`src/rtl/ft2232h_rx_ctrl.sv`:
```
// ft2232h_rx_ctrl: FT2232H sync-245 receive reader feeding a small FWFT FIFO.
// Bus side drives OE#/RD# with turnaround; core side is a valid/ready stream.
module ft2232h_rx_ctrl #(
    parameter int ADDR_W = 4,
    parameter int CNT_W  = 16
) (
    input  logic             clk_i,
    input  logic             rst_i,
    input  logic [7:0]       data_i,
    input  logic             rxf_n_i,
    output logic             oe_n_o,
    output logic             rd_n_o,
    output logic [7:0]       m_data_o,
    output logic             m_valid_o,
    input  logic             m_ready_i,
    output logic             busy_o,
    output logic [CNT_W-1:0] rx_count_o
);
    localparam int DEPTH = 2**ADDR_W;
    localparam logic [ADDR_W:0] LIM = (ADDR_W+1)'(DEPTH - 2);
    typedef enum logic [1:0] {IDLE, OE, READ, TURN} state_t;
    state_t            r_state, w_next;
    logic [7:0]        r_mem [DEPTH];
    logic [ADDR_W-1:0] r_wptr, r_rptr;
    // r_count covers every byte held, including the one parked in the output register
    logic [ADDR_W:0]   r_count, w_count_next;
    logic              w_wr, w_pop, w_load, w_oe_n, w_rd_n;

    assign w_wr         = !rd_n_o && !rxf_n_i;
    assign w_pop        = m_valid_o && m_ready_i;
    assign w_load       = (!m_valid_o || w_pop) && (r_count != (ADDR_W+1)'(m_valid_o));
    assign w_count_next = r_count + (ADDR_W+1)'(w_wr) - (ADDR_W+1)'(w_pop);

    always_ff @(posedge clk_i or posedge rst_i) begin
        if (rst_i) begin
            r_state <= IDLE;
            oe_n_o  <= 1'b1;
            rd_n_o  <= 1'b1;
            busy_o  <= 1'b0;
        end else begin
            r_state <= w_next;
            oe_n_o  <= w_oe_n;
            rd_n_o  <= w_rd_n;
            busy_o  <= w_next != IDLE;
        end
    end

    // RD# is held only while a slot remains free after the current write
    always_comb begin
        w_next = r_state;
        case (r_state)
            IDLE: if (!rxf_n_i && r_count <= LIM) w_next = OE;
            OE:   w_next = rxf_n_i ? TURN : READ;
            READ: if (rxf_n_i || w_count_next > LIM) w_next = TURN;
            TURN: w_next = IDLE;
            default: w_next = IDLE;
        endcase
    end

    always_comb begin
        w_oe_n = !(w_next == OE || w_next == READ);
        w_rd_n = w_next != READ;
    end

    always_ff @(posedge clk_i) begin
        if (w_wr) r_mem[r_wptr] <= data_i;
    end

    always_ff @(posedge clk_i or posedge rst_i) begin
        if (rst_i) begin
            r_wptr     <= '0;
            r_rptr     <= '0;
            r_count    <= '0;
            m_valid_o  <= 1'b0;
            m_data_o   <= '0;
            rx_count_o <= '0;
        end else begin
            r_count <= w_count_next;
            if (w_wr) begin
                r_wptr     <= r_wptr + ADDR_W'(1);
                rx_count_o <= rx_count_o + CNT_W'(1);
            end
            if (w_load) begin
                m_data_o  <= r_mem[r_rptr];
                r_rptr    <= r_rptr + ADDR_W'(1);
                m_valid_o <= 1'b1;
            end else if (w_pop) begin
                m_valid_o <= 1'b0;
            end
        end
    end
endmodule
```
`config.mk`:
```
export PLATFORM = sky130hd
export DESIGN_NAME = ft2232h_rx_ctrl
export DESIGN_NICKNAME = d
export VERILOG_FILES = /design/src/rtl/ft2232h_rx_ctrl.sv
export SDC_FILE = /design/constraint.sdc
export NUM_CORES = 1
export LEC_CHECK = 0
export CELL_PAD_IN_SITES_DETAIL_PLACEMENT = 0
export CELL_PAD_IN_SITES_GLOBAL_PLACEMENT = 1
export CORE_MARGIN = 1
export CORE_UTILIZATION = 33
export DETAILED_ROUTE_END_ITERATION = 16
export DONT_BUFFER_PORTS = 1
export PLACE_DENSITY_LB_ADDON = 0.1
export RECOVER_POWER = 50
export SLEW_MARGIN = 0
export SYNTH_ARGS = -nofsm -noshare
export SYNTH_HDL_FRONTEND = slang
export SYNTH_SLANG_ARGS = --single-unit
```
`constraint.sdc`:
```
create_clock -name clk_i -period 2.6 [get_ports clk_i]
set_input_delay 0.39 -clock clk_i [delete_from_list [all_inputs] [get_ports clk_i]]
set_output_delay 0.39 -clock clk_i [all_outputs]
set_load 0.02 [all_outputs]
```
Word-level counts from Yosys, hierarchy flattened
Memories as Yosys holds them, arrays and structs flattened. A register that Yosys moved wholly into a read port is not among the register bits. Index checks and enable logic that the tools add are counted.

Memory bits (writable): 128. Logic and storage cells: 46. Output and inout port bits: 28. Register bits: 35. Memories: 1.

Order comparisons: 2. Reduce and logical (&&, ||, !) cells: 14. Eq/ne operators: 7. Mux-type cells: 8. Add/sub/neg operators: 5.

Memories: r_mem (depth 16, width 8, rd ports 1, clocked after Yosys merged registers in 1, wr ports 1, line 23) `logic [7:0] r_mem [DEPTH];`.

Operator list (number): adder 16 x 1 -> 16 bit, second input constant (1); adder 4 x 1 -> 4 bit, second input constant (2); case mux 2 bit (4 select lines) (1); equality test 2 bit, second input constant (3); adder 5 x 1 -> 5 bit (1); > comparator 5 x 4 -> 1 bit, second input constant (1); <= comparator 5 x 4 -> 1 bit, second input constant (1); 2-to-1 mux 1 bit (5); != test 5 x 1 -> 1 bit (1); subtractor 5 x 1 -> 5 bit (1); equality test 2 x 1 -> 1 bit, second input constant (2); logical AND 1 bit (4); logical NOT 1 bit (4); 2-to-1 mux 2 bit (2); nonzero test 2 bit (2); logical OR 1 bit (3); logical NOT 2 bit (1); != test 2 bit, second input constant (1).

Logic depth before layout (Yosys ltp)
Gate-level depths: netlist of the first run.

Word-level depth: 11. Gate-level depth with buffers: 13. Gate-level depth less buffers: 13.

Least setup slack after synthesis of the first run
OpenSTA, ideal clock, no wires.

Path type: register -> register. From: reg rd_n_o. To: reg oe_n_o. Stages on the path, launching flop included: 13. Data required time: 2.517 ns. Arrival time: 2.837 ns. Path slack: -0.320 ns. Period minus slack after synthesis: 2.920 ns. Buffers on the path: 0. Path through: dfstp_2 > nor2_1 > inv_1 > ha_1 > inv_1 > ha_1 > fa_1 > xnor2_1 > inv_1 > and3_1 > a2111o_1 > a31oi_1 > ha_1.

Word-level cells in the longest chain between the ends: 11. Elaborated cells between the ends (all ways): 12. Those cells by class: 2 x add/sub; 1 x order compare; 2 x eq/ne; 2 x mux; 5 x reduce/logical.

Ends and longest elaborated chain: start: declaration (line 12) `output logic rd_n_o,`; start signal: assignment (line 43) `rd_n_o <= w_rd_n;`; logical NOT 1 bit (*) (line 29) `assign w_wr = !rd_n_o && !rxf_n_i;`; logical AND 1 bit (*) (line 29); adder 5 x 1 -> 5 bit (*) (line 32) `assign w_count_next = r_count + (ADDR_W+1)'(w_wr) - (ADDR_W+1)'(w_pop);`; subtractor 5 x 1 -> 5 bit (*) (line 32); named net w_count_next[2] (line 26) `logic [ADDR_W:0] r_count, w_count_next;`; > comparator 5 x 4 -> 1 bit (*) (line 54) `READ: if (rxf_n_i || w_count_next > LIM) w_next = TURN;`; logical OR 1 bit (*) (line 54); 2-to-1 mux 2 bit (*) (line 54); case mux 2 bit (4 select lines) (*) (line 51) `case (r_state)`; equality test 2 x 1 -> 1 bit / equality test 2 bit (equally long branches) (line 61) `w_oe_n = !(w_next == OE || w_next == READ);`; logical OR 1 bit (*) (line 61); logical NOT 1 bit (*) (line 61); named net w_oe_n (line 27) `logic w_wr, w_pop, w_load, w_oe_n, w_rd_n;`; end signal: assignment (line 42) `oe_n_o <= w_oe_n;`; end: declaration (line 11) `output logic oe_n_o,`.

The timed path passes the listed nets; every way through them passes the cells marked *. A chain may end at the register's enable or synchronous reset.

Final worst setup path of the first run
From: reg m_valid_o. To: reg busy_o.

Word-level cells in the longest chain between the ends: 7.

Ends and longest elaborated chain: start: declaration (line 14) `output logic m_valid_o,`; start signal: assignment (line 74) `m_valid_o <= 1'b0;`; start signal: assignment (line 86) `m_valid_o <= 1'b1;`; start signal: assignment (line 88) `m_valid_o <= 1'b0;`; logical AND 1 bit (line 30) `assign w_pop = m_valid_o && m_ready_i;`; subtractor 5 x 1 -> 5 bit (line 32); named net w_count_next[2] (line 26); > comparator 5 x 4 -> 1 bit (line 54); logical OR 1 bit (line 54); 2-to-1 mux 2 bit (line 54); case mux 2 bit (4 select lines) (line 51); nonzero test 2 bit (line 44) `busy_o <= w_next != IDLE;`; end signal: assignment (line 39) `busy_o <= 1'b0;`; end signal: assignment (line 44); end: declaration (line 16) `output logic busy_o,`.

The timed path passes the listed nets, and every way through them passes these cells.

==> results of run 1 <==
## path summary, 6_finish.rpt
| kind | from | endpoint | slack [ns] | cells after the start |
|---|---|---|---|---|
| worst max register to register | m_valid_o | busy_o | -0.11 | 12 |
| min in group asynchronous | rst_i | rx_count_o[1] | 0.71 | 2 |
| worst min register to register | r_rptr[0] | r_rptr[0] | 0.53 | 1 |
| max in group asynchronous | rst_i | r_wptr[0] | 0.56 | 3 |
| worst min-delay path | data_i[7] | r_mem[14][7] | 0.06 | 0 |
| worst max-delay path | m_valid_o | busy_o | -0.11 | 12 |
## report_power, final
group / internal [mW] / leakage, nW / switching, mW / total [mW]
sequential: 3.28 / 1.67 / 0.501 / 3.78
combinational: 1.18 / 0.877 / 1.12 / 2.30
clock: 1.42 / 0.264 / 1.06 / 2.48
## metrics by stage
stage                     cell area [µm²]  utilization  std cells  setup slack (ns)
final                                8070        0.384        698            -0.108
after global routing                 8070        0.384        698            -0.238
after detailed placement             7470        0.355        664           -0.0956
after floorplan                      7110            -        394          0.000816
after CTS                            8080        0.384        698           -0.0246
after global placement               7470        0.355        664           -0.0560
## state kept, by name (all words and copies together) (netlist names)
register and flops:
m_data_o 8, m_valid_o 1, r_count 5, oe_n_o 1, r_state 2, r_wptr 4, r_mem 128, rx_count_o 16
r_rptr 4, busy_o 1, rd_n_o 1
## timing repair
action                                 CTS  global route
endpoints found under the hold margin   25             0
gates cloned                             0             0
gates resized for setup                  4             1
setup endpoints to repair                3             4
hold buffers                             1             0
buffers inserted                         1             0
pin swaps                                1             3
## logic make-up (layout without fill, tap and decap cells)
logic type               after synthesis  in the layout
multiplexers                          42             42
buffers and inverters                 31             60
adder cells (fa/ha/maj)               21             21
flip-flops                           171            171
AO/OA/AOI/OAI                         37             37
AND/OR/NAND/NOR                       67             67
XOR/XNOR                              25             25
## routing by layer
layer	up-vias	wire length, µm
met5	-	0
met4	0	183
met3	17	446
met2	56	7360
met1	1765	6100
li1	1558	-
## critical path: stages, from the launching register on
cell and delay, ns:
dfrtp_2 0.40, and2_4 0.15, ha_4 0.25, inv_2 0.03, ha_4 0.15, fa_2 0.39
xnor2_2 0.14, inv_1 0.07, and3_4 0.15, a2111o_1 0.46, a31oi_4 0.18, ha_2 0.18
inv_1 0.03
## cell usage in the layout (no fill, tap or decap), types with 2 or more instances in the layout
master,count
edfxtp_1,128
dfrtp_1,40
mux4_2,20
and2_1,17
ha_1,17
clkbuf_16,17
xnor2_1,16
inv_1,14
nand2_1,12
mux4_1,12
a21oi_1,11
mux2_2,10
nor2b_1,9
nand3_1,8
xor2_1,8
a211oi_1,8
o22ai_1,8
buf_4,7
clkinvlp_4,5
and4_1,4
nor2_1,4
inv_6,4
clkbuf_1,4
nand4_1,3
and3_1,3
nor3b_1,2
inv_2,2
o21ai_0,2
ha_4,2
bufinv_16,2
dfstp_2,2
buf_12,2
## layout make-up
cell class,instances,share of cell area
sequential,171,0.610
multi-input combinational,192,0.255
tap,275,0.0426
clock buffer,19,0.0537
clock inverter,13,0.0175
timing repair buffer,12,0.0136
inverter,16,0.00744
==> impl_metrics.yaml, run 1 <==
yosys:
  synth_xor_area_frac: 0.0309
  ys_top_cells_by_area: "edfxtp_1 (54%), dfrtp_1 (15%), mux4_2 (6.4%), mux4_1 (4.5%), ha_1 (3.5%)"
  synth_top_family_by_area: "multiplexers"
  synth_top_area_frac: 0.543
  synth_enable_flop_cells: 128
  ys_ff_latch: 171
  yosys.area.top_type: "edfxtp_1"
  synthCells: 394
  yosys.area_share.adder: 0.0382
  postSynth.asyncResetShare: 0.251
  synth_compound_area_frac: 0.0336
  syn-cell-area_mm2: 0.00708
  synth.distinct_cells: 36
  synthMuxAreaShare: 0.124
  syn_avg_cell_area_um2: 18.0
  yosysSeqAreaShare: 0.696
  synth.net_count: 427
  ys.flop_type: "edfxtp_1"
  synthSimpleGateAreaFrac: 0.0536
  yosysMostFrequentCell: "edfxtp_1"
  ys_warn_count: 0
  synthTopCellsByCount: "edfxtp_1 (128), dfrtp_1 (41), ha_1 (20), mux4_2 (20), and2_1 (18)"
global_route:
  grt_max_degree: 29
  grt_usage: 0.139
  grt_pass1_vias: 3680
  grt_pass1_wl_um: 21800
  grt_overflow: 0
  use_met1: 0.164
  grt_most_used_layer: "met2"
  met2_usage: 0.244
  met3_usage: 0.0325
  antenna_found_initial: 0
final_layout:
  nFillCells: 1936
  multi_input_area_mm2: 0.00206
  antennaDiodeCount: 0
  seq_area_mm2: 0.00492
  fin_nets: 443
  drive_above_1_share: 0.199
  syn2layout_area_growth_pct: 14.0
timing:
  hold_violations: 0
  slew_violations: 0
  relSlewSlack: 0.219
  rsz0062_at_grt: "yes"
  post-route-period-util: 1.04
  final.setup_skew_ns: 0.00949
  max_clock_freq_mhz: 369
  tns_ns: -0.278
  finalWorstSetupSlack_ns: -0.108
  hold-worst-slack_ns: 0.0605
  setup_viol: 3
  finalCriticalPeriod_ns: 2.71
  worst_slew_pin_slew_ns: 1.17
job:
  cap_violations: 0
pwr:
  p_leak_nw: 2.82
  powerDensity_mw_per_mm2: 1060
  vdd_ir_drop_max_v: 0.000458
  power_mw: 8.57
placed_design:
  gp_congestion: 0.699
  place.port_buffers: 0
  dp_hpwl_um: 8800
detailed_routing:
  wirelength_um: 14100
  viasPerCell: 4.87
  ant_nets: 0
  drt_pass1_iterations: 4
  dr.first_iter.drc_count: 167
  wire_per_inst_um: 20.2
  drcViolationCount: 0
  vias: 3396
status:
  status: "finished with violations"
  violations: "negative setup slack"
clock_network:
  cts_buffer_depth: 2
  cts_tree: "done"
  root_buffer: "clkbuf_16"
  h-tree-depth: 4
  clkTransAtPathRegs_ns: 0.07
  numCtsBuffers: 17
  clock_latency_ns: 0.42
  cts.sinks: 171
floorplanning:
  core_area_mm2: 0.0210
  die_w_um: 148
  pin_count: 40
  die_y_um: 148
  start_util: 0.337
  placementRows: 53
  dieArea_mm2: 0.0220
worst_setup_path:
  crit_type: "register to register"
  cp_max_fo: 2
  cp.required_ns: 2.92
  worstPathArrival_ns: 3.03
  setup.worst_path.start_class: "register"
  endpoint_kind: "register"
hold_path:
  hold_path.class: "primary input to register"
Power figures use the tool's default switching activity.
==> run 2, diff against run 1 <==
--- a/config.mk
+++ b/config.mk
@@ -11,7 +11,7 @@
 export CORE_UTILIZATION = 33
 export DETAILED_ROUTE_END_ITERATION = 16
 export DONT_BUFFER_PORTS = 1
-export PLACE_DENSITY_LB_ADDON = 0.1
+export PLACE_DENSITY_LB_ADDON = 0.2
 export RECOVER_POWER = 50
 export SLEW_MARGIN = 0
 export SYNTH_ARGS = -nofsm -noshare
==> impl_metrics.yaml, run 2 (synthesis results as in run 1) <==
placed_design:
  place_inst: 664
  dpl-instance-area_mm2: 0.00745
  gp_congestion: 0.693
  place.port_buffers: 0
  place_ws_ns: -0.110
  dp_hpwl_um: 8600
timing:
  max_clock_freq_mhz: 369
  finalCriticalPeriod_ns: 2.71
  setup_viol: 4
  hold_violations: 0
  finalWorstSetupSlack_ns: -0.109
  slew_violations: 0
  rsz0062_at_grt: "yes"
  post-route-period-util: 1.04
  hold-worst-slack_ns: 0.0543
  relSlewSlack: 0.242
  worst_slew_pin_slew_ns: 1.14
  tns_ns: -0.259
  final.setup_skew_ns: 0.00933
final_layout:
  max_flop_register: "r_mem"
  final_cell_mix: "edfxtp_1 (128), dfrtp_1 (40), mux4_2 (20)"
  final_core_util: 0.385
  fin_nets: 445
  syn2layout_area_growth_pct: 14.3
  top_regs: "r_mem (128), rx_count_o (16), m_data_o (8)"
  largest_register_ffs: 128
  final_area_mm2: 0.00809
  stdcell_count: 700
  drive_above_1_share: 0.221
  antennaDiodeCount: 0
  layout_commonest_cell: "edfxtp_1"
pwr:
  powerDensity_mw_per_mm2: 1060
  power.net_switching_mw: 2.81
  internal-power_mw: 5.80
  power_mw: 8.61
  p_leak_nw: 2.84
  vdd_ir_drop_max_v: 0.000458
  sw_frac_of_total: 0.327
  power.share.combinational: 0.284
  p_seq_frac: 0.432
  clock_power_share: 0.284
detailed_routing:
  drcViolationCount: 0
  ant_nets: 0
  wire_per_inst_um: 19.5
  dr.first_iter.drc_count: 132
  viasPerCell: 4.88
  vias: 3415
  drt_pass1_iterations: 4
  wirelength_um: 13600
worst_setup_path:
  worstPathArrival_ns: 3.07
  worstReg2RegEnd: "oe_n_o"
  endpoint_kind: "register"
  crit_type: "register to register"
  cp_max_fo: 2
  r2r_setup_slack_ns: -0.11
  setup.worst_path.start_class: "register"
  rr_startpoint: "m_valid_o"
  cp.required_ns: 2.96
  r2r_cells: 11
clock_network:
  clock_latency_ns: 0.42
  cts_buffer_depth: 2
  clkTransAtPathRegs_ns: 0.07
  cts.sinks: 171
  h-tree-depth: 4
  cts_tree: "done"
  root_buffer: "clkbuf_16"
  ctsHoldBuffers: 0
  numCtsBuffers: 17
job:
  cap_violations: 0
global_route:
  grt_usage: 0.136
  met2_usage: 0.230
  grt_pass1_wl_um: 21700
  grt_max_degree: 44
  grt_most_used_layer: "met2"
  grt_overflow: 0
  use_met1: 0.162
  antenna_found_initial: 0
  grt_pass1_vias: 3766
  met3_usage: 0.0469
floorplanning:
  die_y_um: 148
  start_util: 0.337
  dieArea_mm2: 0.0220
  die_w_um: 148
  pin_count: 40
  core_area_mm2: 0.0210
  placementRows: 53
hold_path:
  holdCritStartpoint: "data_i[4]"
  whs_endpoint: "r_mem[11][4]"
  min_path_cells: 0
  hold_path.class: "primary input to register"
status:
  status: "finished with violations"
  violations: "negative setup slack"
[run 2: changes by cell type in the layout (fill, tap and decap cells not counted), moves of 3 or more]
cell,delta
buf_4,+3
inv_8,+4
clkinvlp_4,-3
clkbuf_1,-3
[run 2: power by group through the flow]
stage	registers [mW]	clock network [mW]	logic (mW)
after floorplan	3.68	0	1.84
after global placement	3.77	0	2.30
after detailed placement	3.78	0	2.32
after CTS	3.73	2.51	2.41
after global routing	3.77	2.62	2.73
final	3.72	2.44	2.45
[run 2: repair_timing]
item,4_1_cts,5_1_grt
resized for setup,3,6
pin swaps,1,0
setup buffers,1,3
setup endpoints to repair,3,4
[run 2: cell type report]
| type | instances | area (µm²) |
|---|---|---|
| clock inverters | 15 | 149 |
| flip-flops and latches | 171 | 4920 |
| fillers | 1940 | 12900 |
| clock buffers | 17 | 425 |
| repair buffers | 14 | 124 |
| well taps | 275 | 344 |
| multi-input cells | 192 | 2060 |
| inverters | 16 | 60.1 |
[run 2: critical path: stages (launching register included)]
cell and delay, ns:
dfrtp_2 0.40, and2_4 0.15, ha_4 0.25, inv_2 0.03, ha_4 0.15, fa_2 0.39, xnor2_2 0.14, inv_1 0.07
and3_4 0.15, a2111o_1 0.41, a31oi_4 0.19, ha_2 0.30
[run 2: worst max-delay path by stage]
stage | startpoint | endpoint | slack [ns] | depth (start not counted)
after floorplan | m_valid_o | oe_n_o | 0.0008 | 11
after global placement | rxf_n_i | oe_n_o | -0.04 | 12
after detailed placement | rxf_n_i | oe_n_o | -0.11 | 12
after CTS | m_valid_o | busy_o | -0.06 | 12
after global routing | m_valid_o | oe_n_o | -0.20 | 11
final | m_valid_o | oe_n_o | -0.11 | 11
[run 2: metal layers]
| layer | up-vias | routed length (µm) |
|---|---|---|
| li1 | 1571 | - |
| met1 | 1776 | 5970 |
| met2 | 58 | 6940 |
| met3 | 10 | 577 |
| met4 | 0 | 143 |
| met5 | - | 0 |
==> run 3, diff against run 2 <==
--- a/config.mk
+++ b/config.mk
@@ -11,6 +11,7 @@
 export CORE_UTILIZATION = 33
 export DETAILED_ROUTE_END_ITERATION = 16
 export DONT_BUFFER_PORTS = 1
+export GPL_ROUTABILITY_DRIVEN = 0
 export PLACE_DENSITY_LB_ADDON = 0.2
 export RECOVER_POWER = 50
 export SLEW_MARGIN = 0
==> results of run 3 <==
Final layout, timing and power as in run 2 (identical DEF).
